File: config.mk
export PLATFORM = sky130hd
export DESIGN_NAME = core_fd_rx
export DESIGN_NICKNAME = d
export VERILOG_FILES = /design/src/rtl/core_fd_pkg.sv /design/src/rtl/core_fd_fifo.sv /design/src/rtl/core_fd_rx.sv
export SDC_FILE = /design/constraint.sdc
export NUM_CORES = 1
export LEC_CHECK = 0
export CELL_PAD_IN_SITES_DETAIL_PLACEMENT = 1
export CELL_PAD_IN_SITES_GLOBAL_PLACEMENT = 2
export CORE_MARGIN = 2
export CORE_UTILIZATION = 31
export CTS_CLUSTER_DIAMETER = 120
export DETAILED_ROUTE_END_ITERATION = 12
export PLACE_DENSITY = 0.77
export SYNTH_ARGS = -nofsm -noshare
export SYNTH_HDL_FRONTEND = slang
export SYNTH_SLANG_ARGS = --single-unit
File: constraint.sdc
create_clock -name clk -period 4.2 [get_ports clk]
set_input_delay 1.05 -clock clk [delete_from_list [all_inputs] [get_ports clk]]
set_output_delay 1.05 -clock clk [all_outputs]
set_load 0.05 [all_outputs]
File: src/rtl/core_fd_pkg.sv
// core_fd_pkg: shared types and helpers for the fetch-to-decode receiver.
//   fd_pkt_t       - one buffered fetch packet {istr, pc, jump, is_c}
//   is_compressed  - classifies an instruction from its two low bits
//   pc_succ        - sequential successor PC (wraps mod 2^32)
package core_fd_pkg;

  localparam int ISTR_W = 32;
  localparam int PC_W   = 32;

  typedef struct packed {
    logic [ISTR_W-1:0] istr;
    logic [PC_W-1:0]   pc;
    logic              jump;
    logic              is_c;
  } fd_pkt_t;

  // 16-bit encodings are everything whose low two bits are not 2'b11.
  function automatic logic is_compressed(input logic [1:0] lo);
    return (lo != 2'b11);
  endfunction

  function automatic logic [PC_W-1:0] pc_succ(input logic [PC_W-1:0] pc,
                                               input logic             is_c);
    return pc + (is_c ? PC_W'(2) : PC_W'(4));
  endfunction

endpackage

File: src/rtl/core_fd_fifo.sv
// core_fd_fifo: small circular FIFO with registered full/empty flags.
// Ports:
//   clk, srst        - clock, synchronous active-high reset
//   push_i / wdata_i - write request and data (ignored when full)
//   pop_i            - read request (ignored when empty)
//   flush_i          - empties the FIFO; wins over push and pop
//   rdata_o          - head entry, always driven (also when empty)
//   full_o / empty_o - registered status flags
module core_fd_fifo #(
  parameter int  DEPTH = 2,
  parameter type T     = logic
) (
  input  logic clk,
  input  logic srst,
  input  logic push_i,
  input  logic pop_i,
  input  logic flush_i,
  input  T     wdata_i,
  output T     rdata_o,
  output logic full_o,
  output logic empty_o
);

  localparam int AW = $clog2(DEPTH);
  localparam int CW = AW + 1;

  T              mem_q [DEPTH];
  logic [AW-1:0] wr_ptr_q, wr_ptr_d;
  logic [AW-1:0] rd_ptr_q, rd_ptr_d;
  logic [CW-1:0] count_q, count_d;
  logic          full_q, full_d;
  logic          empty_q, empty_d;
  logic          do_push, do_pop;

  assign do_push = push_i && !full_q && !flush_i;
  assign do_pop  = pop_i && !empty_q && !flush_i;

  always_comb begin
    wr_ptr_d = wr_ptr_q;
    rd_ptr_d = rd_ptr_q;
    count_d  = count_q;
    if (flush_i) begin
      wr_ptr_d = '0;
      rd_ptr_d = '0;
      count_d  = '0;
    end else begin
      // DEPTH is a power of two, so pointers wrap naturally.
      if (do_push) wr_ptr_d = wr_ptr_q + AW'(1);
      if (do_pop)  rd_ptr_d = rd_ptr_q + AW'(1);
      count_d = count_q + CW'(do_push) - CW'(do_pop);
    end
    full_d  = (count_d == CW'(DEPTH));
    empty_d = (count_d == '0);
  end

  always_ff @(posedge clk) begin
    if (srst) begin
      wr_ptr_q <= '0;
      rd_ptr_q <= '0;
      count_q  <= '0;
      full_q   <= 1'b0;
      empty_q  <= 1'b1;
    end else begin
      wr_ptr_q <= wr_ptr_d;
      rd_ptr_q <= rd_ptr_d;
      count_q  <= count_d;
      full_q   <= full_d;
      empty_q  <= empty_d;
    end
  end

  // Storage is reset so the head payload is well defined (all zero)
  // straight out of reset, before anything has been written.
  always_ff @(posedge clk) begin
    if (srst) begin
      for (int i = 0; i < DEPTH; i++) mem_q[i] <= '0;
    end else if (do_push) begin
      mem_q[wr_ptr_q] <= wdata_i;
    end
  end

  assign rdata_o = mem_q[rd_ptr_q];
  assign full_o  = full_q;
  assign empty_o = empty_q;

endmodule

File: src/rtl/core_fd_rx.sv
// core_fd_rx: fetch-to-decode receiver.
// Terminates the fd_* valid/ready stream, buffers packets, classifies each
// instruction as compressed or not, presents the head to decode with its
// successor PC, and flags (stickily) any PC discontinuity not marked as a jump.
// Ports:
//   clk, rest                      - clock, synchronous active-high reset
//   fd_istr/fd_pc/fd_jump/fd_valid - packet from fetch
//   fd_ready                       - receiver can accept (from registered state)
//   flush_en                       - drop all buffered packets
//   ctr_stop                       - hold head, suppress id_valid
//   id_istr/id_pc/id_pc_next/id_is_c/id_jump/id_valid - head to decode
//   id_ready                       - decode accepts head
//   seq_err                        - sticky PC-discontinuity flag
module core_fd_rx
  import core_fd_pkg::*;
#(
  parameter int DEPTH = 2
) (
  input  logic              clk,
  input  logic              rest,
  input  logic [ISTR_W-1:0] fd_istr,
  input  logic [PC_W-1:0]   fd_pc,
  input  logic              fd_jump,
  input  logic              fd_valid,
  output logic              fd_ready,
  input  logic              flush_en,
  input  logic              ctr_stop,
  output logic [ISTR_W-1:0] id_istr,
  output logic [PC_W-1:0]   id_pc,
  output logic [PC_W-1:0]   id_pc_next,
  output logic              id_is_c,
  output logic              id_jump,
  output logic              id_valid,
  input  logic              id_ready,
  output logic              seq_err
);

  fd_pkt_t         pkt_in;
  fd_pkt_t         head;
  logic            in_is_c;
  logic            push;
  logic            pop;
  logic            fifo_full;
  logic            fifo_empty;
  logic [PC_W-1:0] exp_pc_q, exp_pc_d;
  logic            exp_valid_q, exp_valid_d;
  logic            seq_err_q, seq_err_d;

  assign in_is_c = is_compressed(fd_istr[1:0]);

  always_comb begin
    pkt_in.istr = in_is_c ? {16'h0000, fd_istr[15:0]} : fd_istr;
    pkt_in.pc   = fd_pc;
    pkt_in.jump = fd_jump;
    pkt_in.is_c = in_is_c;
  end

  // fd_ready depends only on the registered full flag (no path from decode
  // stall back to fetch); held low while reset is asserted.
  assign fd_ready = !fifo_full && !rest;
  assign id_valid = !fifo_empty && !ctr_stop;
  assign push     = fd_valid && fd_ready && !flush_en;
  assign pop      = id_valid && id_ready;

  core_fd_fifo #(
    .DEPTH (DEPTH),
    .T     (fd_pkt_t)
  ) u_fifo (
    .clk     (clk),
    .srst    (rest),
    .push_i  (push),
    .pop_i   (pop),
    .flush_i (flush_en),
    .wdata_i (pkt_in),
    .rdata_o (head),
    .full_o  (fifo_full),
    .empty_o (fifo_empty)
  );

  assign id_istr    = head.istr;
  assign id_pc      = head.pc;
  assign id_pc_next = pc_succ(head.pc, head.is_c);
  assign id_is_c    = head.is_c;
  assign id_jump    = head.jump;

  // Sequence tracker: each accepted packet must start where the previous one
  // ended, unless it is the first packet after a redirect.
  always_comb begin
    exp_pc_d    = exp_pc_q;
    exp_valid_d = exp_valid_q;
    seq_err_d   = seq_err_q;
    if (flush_en) begin
      exp_valid_d = 1'b0;
    end else if (push) begin
      if (exp_valid_q && !fd_jump && (fd_pc != exp_pc_q)) seq_err_d = 1'b1;
      exp_pc_d    = pc_succ(fd_pc, in_is_c);
      exp_valid_d = 1'b1;
    end
  end

  always_ff @(posedge clk) begin
    if (rest) begin
      exp_pc_q    <= '0;
      exp_valid_q <= 1'b0;
      seq_err_q   <= 1'b0;
    end else begin
      exp_pc_q    <= exp_pc_d;
      exp_valid_q <= exp_valid_d;
      seq_err_q   <= seq_err_d;
    end
  end

  assign seq_err = seq_err_q;

endmodule

== After elaboration in Yosys (flattened, before gate mapping) ==
Memories as Yosys holds them, arrays and structs flattened. A register that Yosys moved wholly into a read port is not among the register bits.
Cells that the tools add are included.

* $add $sub $neg: 6
* Equality and inequality tests: 3
* Multiplexer cells: 14
* Bitwise operators: 1
* Reductions and logical operators: 22

{| class="wikitable"
|+ Operator list
! cell !! count
|-
| 2-to-1 mux 66 bit || 1
|-
| OR reduction 66 bit || 1
|-
| adder 32 x 3 -> 32 bit || 2
|-
| 2-to-1 mux 32 bit || 1
|-
| inequality test 32 bit || 1
|-
| logical AND 1 bit || 11
|-
| 2-to-1 mux 1 bit || 9
|-
| logical NOT 1 bit || 6
|-
| 2-to-1 mux 3 bit || 2
|-
| AND reduction 3 bit || 1
|-
| adder 1 bit (second input constant) || 2
|-
| adder 2 x 1 -> 2 bit || 1
|-
| == test 2 bit (second input constant) || 1
|-
| logical NOT 2 bit || 1
|-
| 2-to-1 mux 2 bit || 1
|-
| inequality test 2 bit (second input constant) || 1
|-
| AND reduction 2 bit || 1
|-
| OR reduction 2 bit || 1
|-
| subtractor 2 x 1 -> 2 bit || 1
|-
| NOT 1 bit || 1
|}

* Bits in registers: 40
* Memory bits (writable): 132
* Output and inout port bits: 101
* Memories kept: 1

{| class="wikitable"
|+ Memories
! memory !! depth !! bits a word !! read ports !! clocked after memory_dff !! wr ports !! line !! text
|-
| u_fifo.mem_q || 2 || 66 || 1 || 1 || 2 || core_fd_fifo.sv:27 || <nowiki>T mem_q [DEPTH];</nowiki>
|}

== Logic depth before layout (Yosys ltp) ==
Gate-level depths: netlist of the first run.

* Word-level depth: 11
* Gate-level depth with buffers: 14
* Mapped depth without buffers: 10

== By module ==
Synthesis of the first run repeated with hierarchy kept, for this count alone.

* Cells, all modules: 762
* Area total of the unflattened synthesis: 8,984.9 um^2

{| class="wikitable"
|+ Modules (own cells, without submodules)
! module !! instances !! cells an instance !! area each (um^2)
|-
| core_fd_fifo || 1 || 398 || 6,092.1
|-
| core_fd_rx || 1 || 364 || 2,892.8
|}

== Worst setup path before layout of the first run ==
No wires, ideal clock.

* Kind: register to output
* From: register (tool-made name)
* To: output id_pc_next[7]
* Arrival time: 3.975 ns
* Data required time: 3.150 ns
* Setup slack: -0.825 ns
* Stages on the path, launching flop included: 15
* Buffers on the path: 5
* Path through: dfxtp_1 > buf_6 > buf_4 > buf_4 > buf_2 > buf_2 > mux2i_1 > inv_1 > ha_1 > fa_1 > nand4b_1 > nand2_1 > and3_1 > xnor2_1 > mux2i_1

{| class="wikitable"
|+ RTL lines
! item !! line !! text
|-
| to (decl) || core_fd_rx.sv:30 || <nowiki>output logic [PC_W-1:0] id_pc_next,</nowiki>
|}

==> results of run 1 <==
cell type report:
class	count	area share, %
flip-flops and latches	173	38.79
multi-input cells	556	34.19
repair buffers	191	17.70
well taps	384	3.893
clock buffers	19	3.507
clock inverters	13	1.439
inverters	15	0.4764
per-stage QoR:
stage,util [%],instances,setup slack [ns],TNS [ns],instance area [um2]
finish,42.89,1351,0.2154,0,12340
global route,42.89,1351,0.01853,0,12340
CTS,42.85,1351,0.1085,0,12330
detailed placement,40.71,1319,0.4418,0,11720
global placement,40.71,1319,0.4566,0,11720
floorplan,-,802,-0.01537,-0.01537,9314
critical path: cells and delay by family, from the launching register on:
| family | cells | cell delay (ns) |
|---|---|---|
| and+or+nand+nor | 4 | 1.02 |
| adders and majority gates | 2 | 0.47 |
| DFF | 1 | 0.38 |
| muxes | 1 | 0.22 |
| buffers and inverters | 2 | 0.22 |
| xor gates and xnor gates | 1 | 0.21 |
cell families (layout without fill, tap and decap cells):
logic type                 after synthesis  after routing  share of synthesized area (%)
AOI/OAI and AO/OA                       56             56                          3.939
xor gates and xnor gates                93             93                          8.967
adders and majority gates                6              6                         0.9091
buffers and inverters                   73            238                          3.540
DFF                                    173            173                          52.67
muxes                                   65             65                          7.989
and+or+nand+nor                        336            336                          21.98
cell usage in the layout, fill, tap and decap left out, drive strengths merged, types with 28 or more instances in the layout:
| master | count |
|---|---|
| clkdlybuf4s50 | 140 |
| nand3b | 36 |
| edfxtp | 132 |
| buf | 51 |
| xor2 | 65 |
| nor2 | 59 |
| dfxtp | 41 |
| and2 | 51 |
| xnor2 | 28 |
| nand2 | 43 |
| mux2 | 57 |
| and3 | 54 |
| o21ai | 35 |
sequential cells by signal, summed over array words and instances, names as in the netlist, named ones only:
name             cells
u_fifo.wr_ptr_q      1
seq_err              1
exp_valid_q          1
u_fifo.mem_q       132
u_fifo.empty_o       1
u_fifo.count_q       2
u_fifo.full_o        1
exp_pc_q            32
u_fifo.rd_ptr_q      1
path summary, 6_finish.rpt:
| path | to | slack, ns |
|---|---|---|
| max reg2reg | u_fifo.mem_q[1][57] | 1.80 |
| min | seq_err | 0.48 |
| min reg2reg | seq_err | 0.48 |
| max | id_pc_next[31] | 0.22 |
per-layer routing:
layer | share of wire, % | up-vias
met5 | 0 | -
met4 | 0.69 | 0
met3 | 3.8 | 9
met2 | 50 | 139
met1 | 46 | 3178
li1 | - | 3154
where the power goes:
group          switching (mW)  internal (mW)
Clock                   0.712          0.952
Combinational           0.487          0.321
Sequential             0.0393           1.92
cells in the mapped netlist, drive strengths merged (15+ instances only):
cell type and count:
inv 15, dfxtp 41, nand3b 36, edfxtp 132
nand2 43, nor2 59, nand4 20, clkbuf 42
xnor2 28, o21ai 35, and3 54, buf 16
nand3 22, mux2 57, xor2 65, and2 51
timing repair:
action                     in CTS  in global routing
hold endpoints to repair        0                  0
gates cloned                    0                  0
setup endpoints to repair       1                  2
resized for setup               1                  2
==> impl_summary.txt, run 1 <==
----------------------------------------------------
[Timing]
  Min cycle time layout ... 3.985 ns
  RSZ-0062 raised after global routing ... false
  Hold slack ... 0.4770 ns
  Count of endpoints failing hold in the final timing report ... 0
  Final Max Slew Viols ... 0
  FMAX ... between 200 and 300 MHz
  Final Skew ... approximately 0.01 ns
  Final cycle utilization of the critical path ... around 95%
  Remaining max-slew budget at the tightest pin ... between 30% and 40%
  Least-Margin Pin Slew ... 0.9015 ns
  Number of setup violations in the final report ... 0

[Floorplanning]
  Number of rows in the core area ... 62
  Initial Utilization ... approximately a third
  Y dimension of the die ... 175.2 um
  Die outline area ... 0.03069 mm2
  Core Area ... ~0.029 mm2
  Number of I/O pins ... approximately 170
  Die Wd ... between 150 and 200 um

[Route]
  Average wire length per cell after detail routing ... about 19 um
  Number of detailed-routing iterations run before antenna repair ... 4
  Total wire length ... around 25000 um
  Drt via density ... around 4.8
  Routed via count ... 6480
  Detailed Route Iter0 Violations ... 270
  Number of antenna-violating nets in the routed design ... 0
  Residual DRC ... 0

[Yosys]
  Total of warnings raised by yosys ... 0
  Synth area leaders ... edfxtp_1 (44%), dfxtp_1 (9.0%), mux2_2 (6.9%)
  Avg Synthesized Cell Area ... about 11 um2
  Number of enable flip-flop cells after synthesis ... ~130
  Distinct cell type count of the synthesized netlist ... 57
  Fraction of synthesized cell area taken by the top area cell type ... a little over two fifths
  Synthesized instance count ... 802
  Top cell type by total area after synthesis ... edfxtp_1
  Total nets after synthesis ... slightly below 900
  Number of synthesized register bits ... 173
  Proportion of register bits with asynchronous set or reset after synthesis ... 0%
  Cell Area, Synth ... roughly 0.0091 mm2
  Top FF cell, synth ... edfxtp_1
  Part of the Yosys area used for sequential elements ... a little over half

[Critical path]
  Worst setup path category ... reg2out
  Critical Path Sink Type ... primary output
  Crit Path Max Fanout ... 8
  CP max stage delay ... 0.38 ns
  Critical path, cell by cell ... mux2i_4, inv_4, ha_1, fa_1, nand4_1, nand2_4, nand4b_4, nor4b_4, xor2_2, buf_12
  Length in cells of the worst reg-to-reg path ... 4
  Critical path data required time ... about 3.2 ns
  Sort of element at the start of the critical path ... flip-flop
  Signal arrival time at the worst endpoint ... 2.93 ns
  Worst reg2reg path startpoint ... u_fifo.wr_ptr_q
  Critical path's slowest cell ... dfxtp_4

[Clock network]
  Post-CTS setup buffers ... 0
  Total clock sinks ... between 150 and 200
  Clock latency on the worst-skew pair ... 0.42 ns
  TritonCTS clock tree ... done
  Buffer type at the clock tree root ... clkbuf_16
  Clock-pin slew on the worst setup and hold paths ... roughly 0.070 ns
  Cts-stage hold buffer count ... 0
  Number of buffers added by the clock tree synthesis step ... 17
  CTS Buffer Depth ... 2
  H-Tree Level Count ... 4

[Run status]
  Run status ... completed

[Job]
  Number of maximum-capacitance violations ... 0

[Global routing]
  GR Util met1 ... around 22%
  Global-route wire length before repair ... 39660 um
  Number of antenna violations at the first check in global routing ... 0
  Global router's overall resource usage ... ~17%
  Sum of overflow across all layers after global routing ... 0
  Global routing met3 resource utilization ... approximately 3.0%
  Met2 usage ... about 29%
  Layer with the highest usage after global routing ... met2
  Maximum number of pins on one net before global-route repair ... 63
  Via count of the first global-routing pass ... ~7000

[Final layout]
  Number of antenna diodes ... 0
  Share of final-layout standard cells stronger than drive strength 1 ... 19.03%
  Number of fill cells in the layout ... roughly 3000
  Syn-to-layout area delta ... 35.88%
  Sequential standard cell area ... 0.004788 mm2
  Area used by multi-input combinational logic ... about 0.0042 mm2
  Final layout net count ... just over 1000

[Placement]
  Detailed placer's ending HPWL ... between 15000 and 20000 um
  Last weighted congestion value of the routability-driven placer ... between 0.7 and 0.8
  Total of buffers placed on input and output ports ... 171

[Power]
  Pwr per Cell Area ... between 300 and 400 mW/mm2
  Maximum VDD drop ... slightly below 0.3 mV
  Overall Power ... about 4.4 mW
  Static leakage ... between 4 and 5 nW

[Hold path]
  Hold_sp ... seq_err
  Cells on Worst Hold Path ... 2
  Hold crit path type ... reg2reg

----------------------------------------------------
(Power assumes the default switching activity.)
==> inputs of run 2 (changes only) <==
Settings changed: MAX_ROUTING_LAYER set to met4.
Clock period 4.2 ns to 3.3 ns, I/O delays scaled along.
==> run 2 against run 1 <==
Against the previous run: the flow now finishes with violations (negative setup slack); largest cell class unchanged; cell count is 3.8% higher; critical path depth rose by 1; via count up 5.0%; sequential cell count unchanged; worst hold slack got worse by 0.0012 ns; core utilization up 3.6 points.
==> impl_summary.txt, run 2 (synthesis gave the netlist of run 1 again) <==
----------------------------------------------------
[Power]
  Pwr per Cell Area ... around 430 mW/mm2
  Static leakage ... approximately 5.3 nW
  Maximum VDD drop ... 0.3290 mV
  Overall Power ... 5.738 mW

[Clock network]
  Clock-pin slew on the worst setup and hold paths ... roughly 0.07 ns
  Cts-stage hold buffer count ... 0
  H-Tree Level Count ... 4
  Total clock sinks ... about 170
  TritonCTS clock tree ... done
  Buffer type at the clock tree root ... clkbuf_16
  Clock latency on the worst-skew pair ... ~0.43 ns
  CTS Buffer Depth ... 2
  Number of buffers added by the clock tree synthesis step ... 17

[Floorplanning]
  Core Area ... 0.02878 mm2
  Initial Utilization ... 31.56%
  Number of rows in the core area ... 62
  Number of I/O pins ... approximately 170
  Die outline area ... slightly above 0.03 mm2
  Die Wd ... 175.2 um
  Y dimension of the die ... approximately 180 um

[Critical path]
  Crit-path leading delay family ... simple AND/OR/NAND/NOR gates
  Critical path data required time ... about 2.5 ns
  Count of buffering cells on the critical path with inverters included ... 3
  CP max stage delay ... ~0.38 ns
  Critical path, cell by cell ... buf_6, mux2_4, ha_4, fa_2, nand4_1, nand2_2, nand4b_4, buf_4, nor3_4, xor2_2, buf_12
  Critical path's slowest cell ... dfxtp_4
  Signal arrival time at the worst endpoint ... approximately 2.9 ns
  Sort of element at the start of the critical path ... flip-flop
  Crit Path Max Fanout ... 8
  Critical Path Sink Type ... primary output
  Worst setup path category ... reg2out

[Final layout]
  Largest register FFs ... 132
  Syn-to-layout area delta ... 47.27%
  Post-route core utilization ... 46.48%
  Register with the most flip-flops ... u_fifo.mem_q
  Most used cells in the layout excluding fill and tap cells ... edfxtp_1 (132), clkdlybuf4s50_1 (125), buf_4 (58)
  Share of final-layout standard cells stronger than drive strength 1 ... 27.70%
  Top Registers ... u_fifo.mem_q x132, exp_pc_q x32, u_fifo.count_q x2
  Number of fill cells in the layout ... between 2000 and 3000
  Total non-filler cell area in the finished layout ... 0.01338 mm2
  Most common cell after layout, fill and taps aside ... edfxtp_1
  Final layout net count ... 1082

[Run status]
  Run status ... finished with violations
  Violated checks ... negative setup slack

[Timing]
  Final cycle utilization of the critical path ... 112.0%
  Final Worst Setup Slack ... -0.3968 ns
  Final Skew ... roughly 0.011 ns
  Count of endpoints failing hold in the final timing report ... 0
  RSZ-0062 raised after global routing ... true
  FMAX ... around 270 MHz
  Remaining max-slew budget at the tightest pin ... approximately 30%
  Min cycle time layout ... between 3 and 4 ns
  Final Max Slew Viols ... 0
  Hold slack ... roughly 0.48 ns
  Number of setup violations in the final report ... 50
  Least-Margin Pin Slew ... between 1 and 1.5 ns

[Route]
  Number of antenna-violating nets in the routed design ... 0
  Residual DRC ... 0
  Drt via density ... 4.849
  Detailed Route Iter0 Violations ... between 300 and 400
  Total wire length ... 26550 um
  Number of detailed-routing iterations run before antenna repair ... 4
  Routed via count ... 6803
  Average wire length per cell after detail routing ... about 19 um

[Global routing]
  Number of antenna violations at the first check in global routing ... 1
  Met2 usage ... roughly a third
  GR Util met1 ... between 20 and 25%
  Layer with the highest usage after global routing ... met2
  Global-route wire length before repair ... approximately 42000 um
  Global routing met3 resource utilization ... under 10%
  Via count of the first global-routing pass ... between 7000 and 8000
  Maximum number of pins on one net before global-route repair ... 53
  Global router's overall resource usage ... 18.41%
  Sum of overflow across all layers after global routing ... 0

[Placement]
  Last weighted congestion value of the routability-driven placer ... approximately 0.78
  Post-Place Cell Area ... between 0.01 and 0.015 mm2
  Detailed placer's ending HPWL ... 17710 um
  Total of buffers placed on input and output ports ... 171

[Job]
  Number of maximum-capacitance violations ... 0

[Hold path]
  Hold crit path type ... reg2reg

----------------------------------------------------
## run 2: cell count changes in the layout (fill, tap and decap cells not counted), sizes merged, moves of 2 or more
cell / change
buf: +59
clkdlybuf4s50: -15
dlygate4sd2: +4
dlymetal6s2s: +2
## run 2: routing by layer
layer	share of wire (%)	wire, um	up-vias
met4	1.6	432	0
met3	3.4	901	30
li1	-	-	3264
met1	44	11610	3361
met5	0	0	-
met2	51	13610	148
## run 2: per-stage QoR
step	setup TNS (ns)	worst slack [ns]	cells
final	-7.194	-0.3968	1403
after global routing	-14.79	-0.5477	1403
after CTS	-8.761	-0.4047	1392
after detailed placement	-0.05439	-0.05439	1334
after global placement	0	0.03209	1334
after floorplan	-9.601	-0.5690	802
## run 2: timing repair
action / in CTS / in global routing
resized for setup: 46 / 14
pin swaps: 25 / 20
cloned: 2 / 0
buffers inserted: 24 / 12
endpoints found under the setup margin: 46 / 64
## run 2: worst paths after layout
check | start | to | slack (ns) | cells past startpoint
hold reg to reg | exp_pc_q[0] | exp_pc_q[0] | 0.48 | 2
setup / recovery | flip-flop | id_pc_next[29] | -0.40 | 11
setup reg to reg | u_fifo.full_o | u_fifo.mem_q[0][19] | 1.15 | 5
hold / removal | exp_pc_q[0] | exp_pc_q[0] | 0.48 | 2
## run 2: layout make-up
class | count | area [um2] | area share (%)
flip-flops and latches | 173 | 4790 | 35.80
multi-input cells | 556 | 4722 | 35.30
repair buffers | 242 | 2704 | 20.21
well taps | 384 | 480.5 | 3.591
clock buffers | 19 | 442.9 | 3.311
clock inverters | 13 | 177.7 | 1.328
inverters | 15 | 58.81 | 0.4396
diodes | 1 | 2.502 | 0.01871
## run 2: worst reg2reg max path: stages (launching register included)
cell and delay, ns:
dfxtp_1 0.31, nor2_2 0.17, nand2_1 0.11, or2_2 0.35
nor2_4 0.80, and2_1 0.27
## run 2: report_power, final
group | switching, mW | internal, mW
logic | 0.645 | 0.455
clock network | 0.909 | 1.23
registers | 0.0520 | 2.44
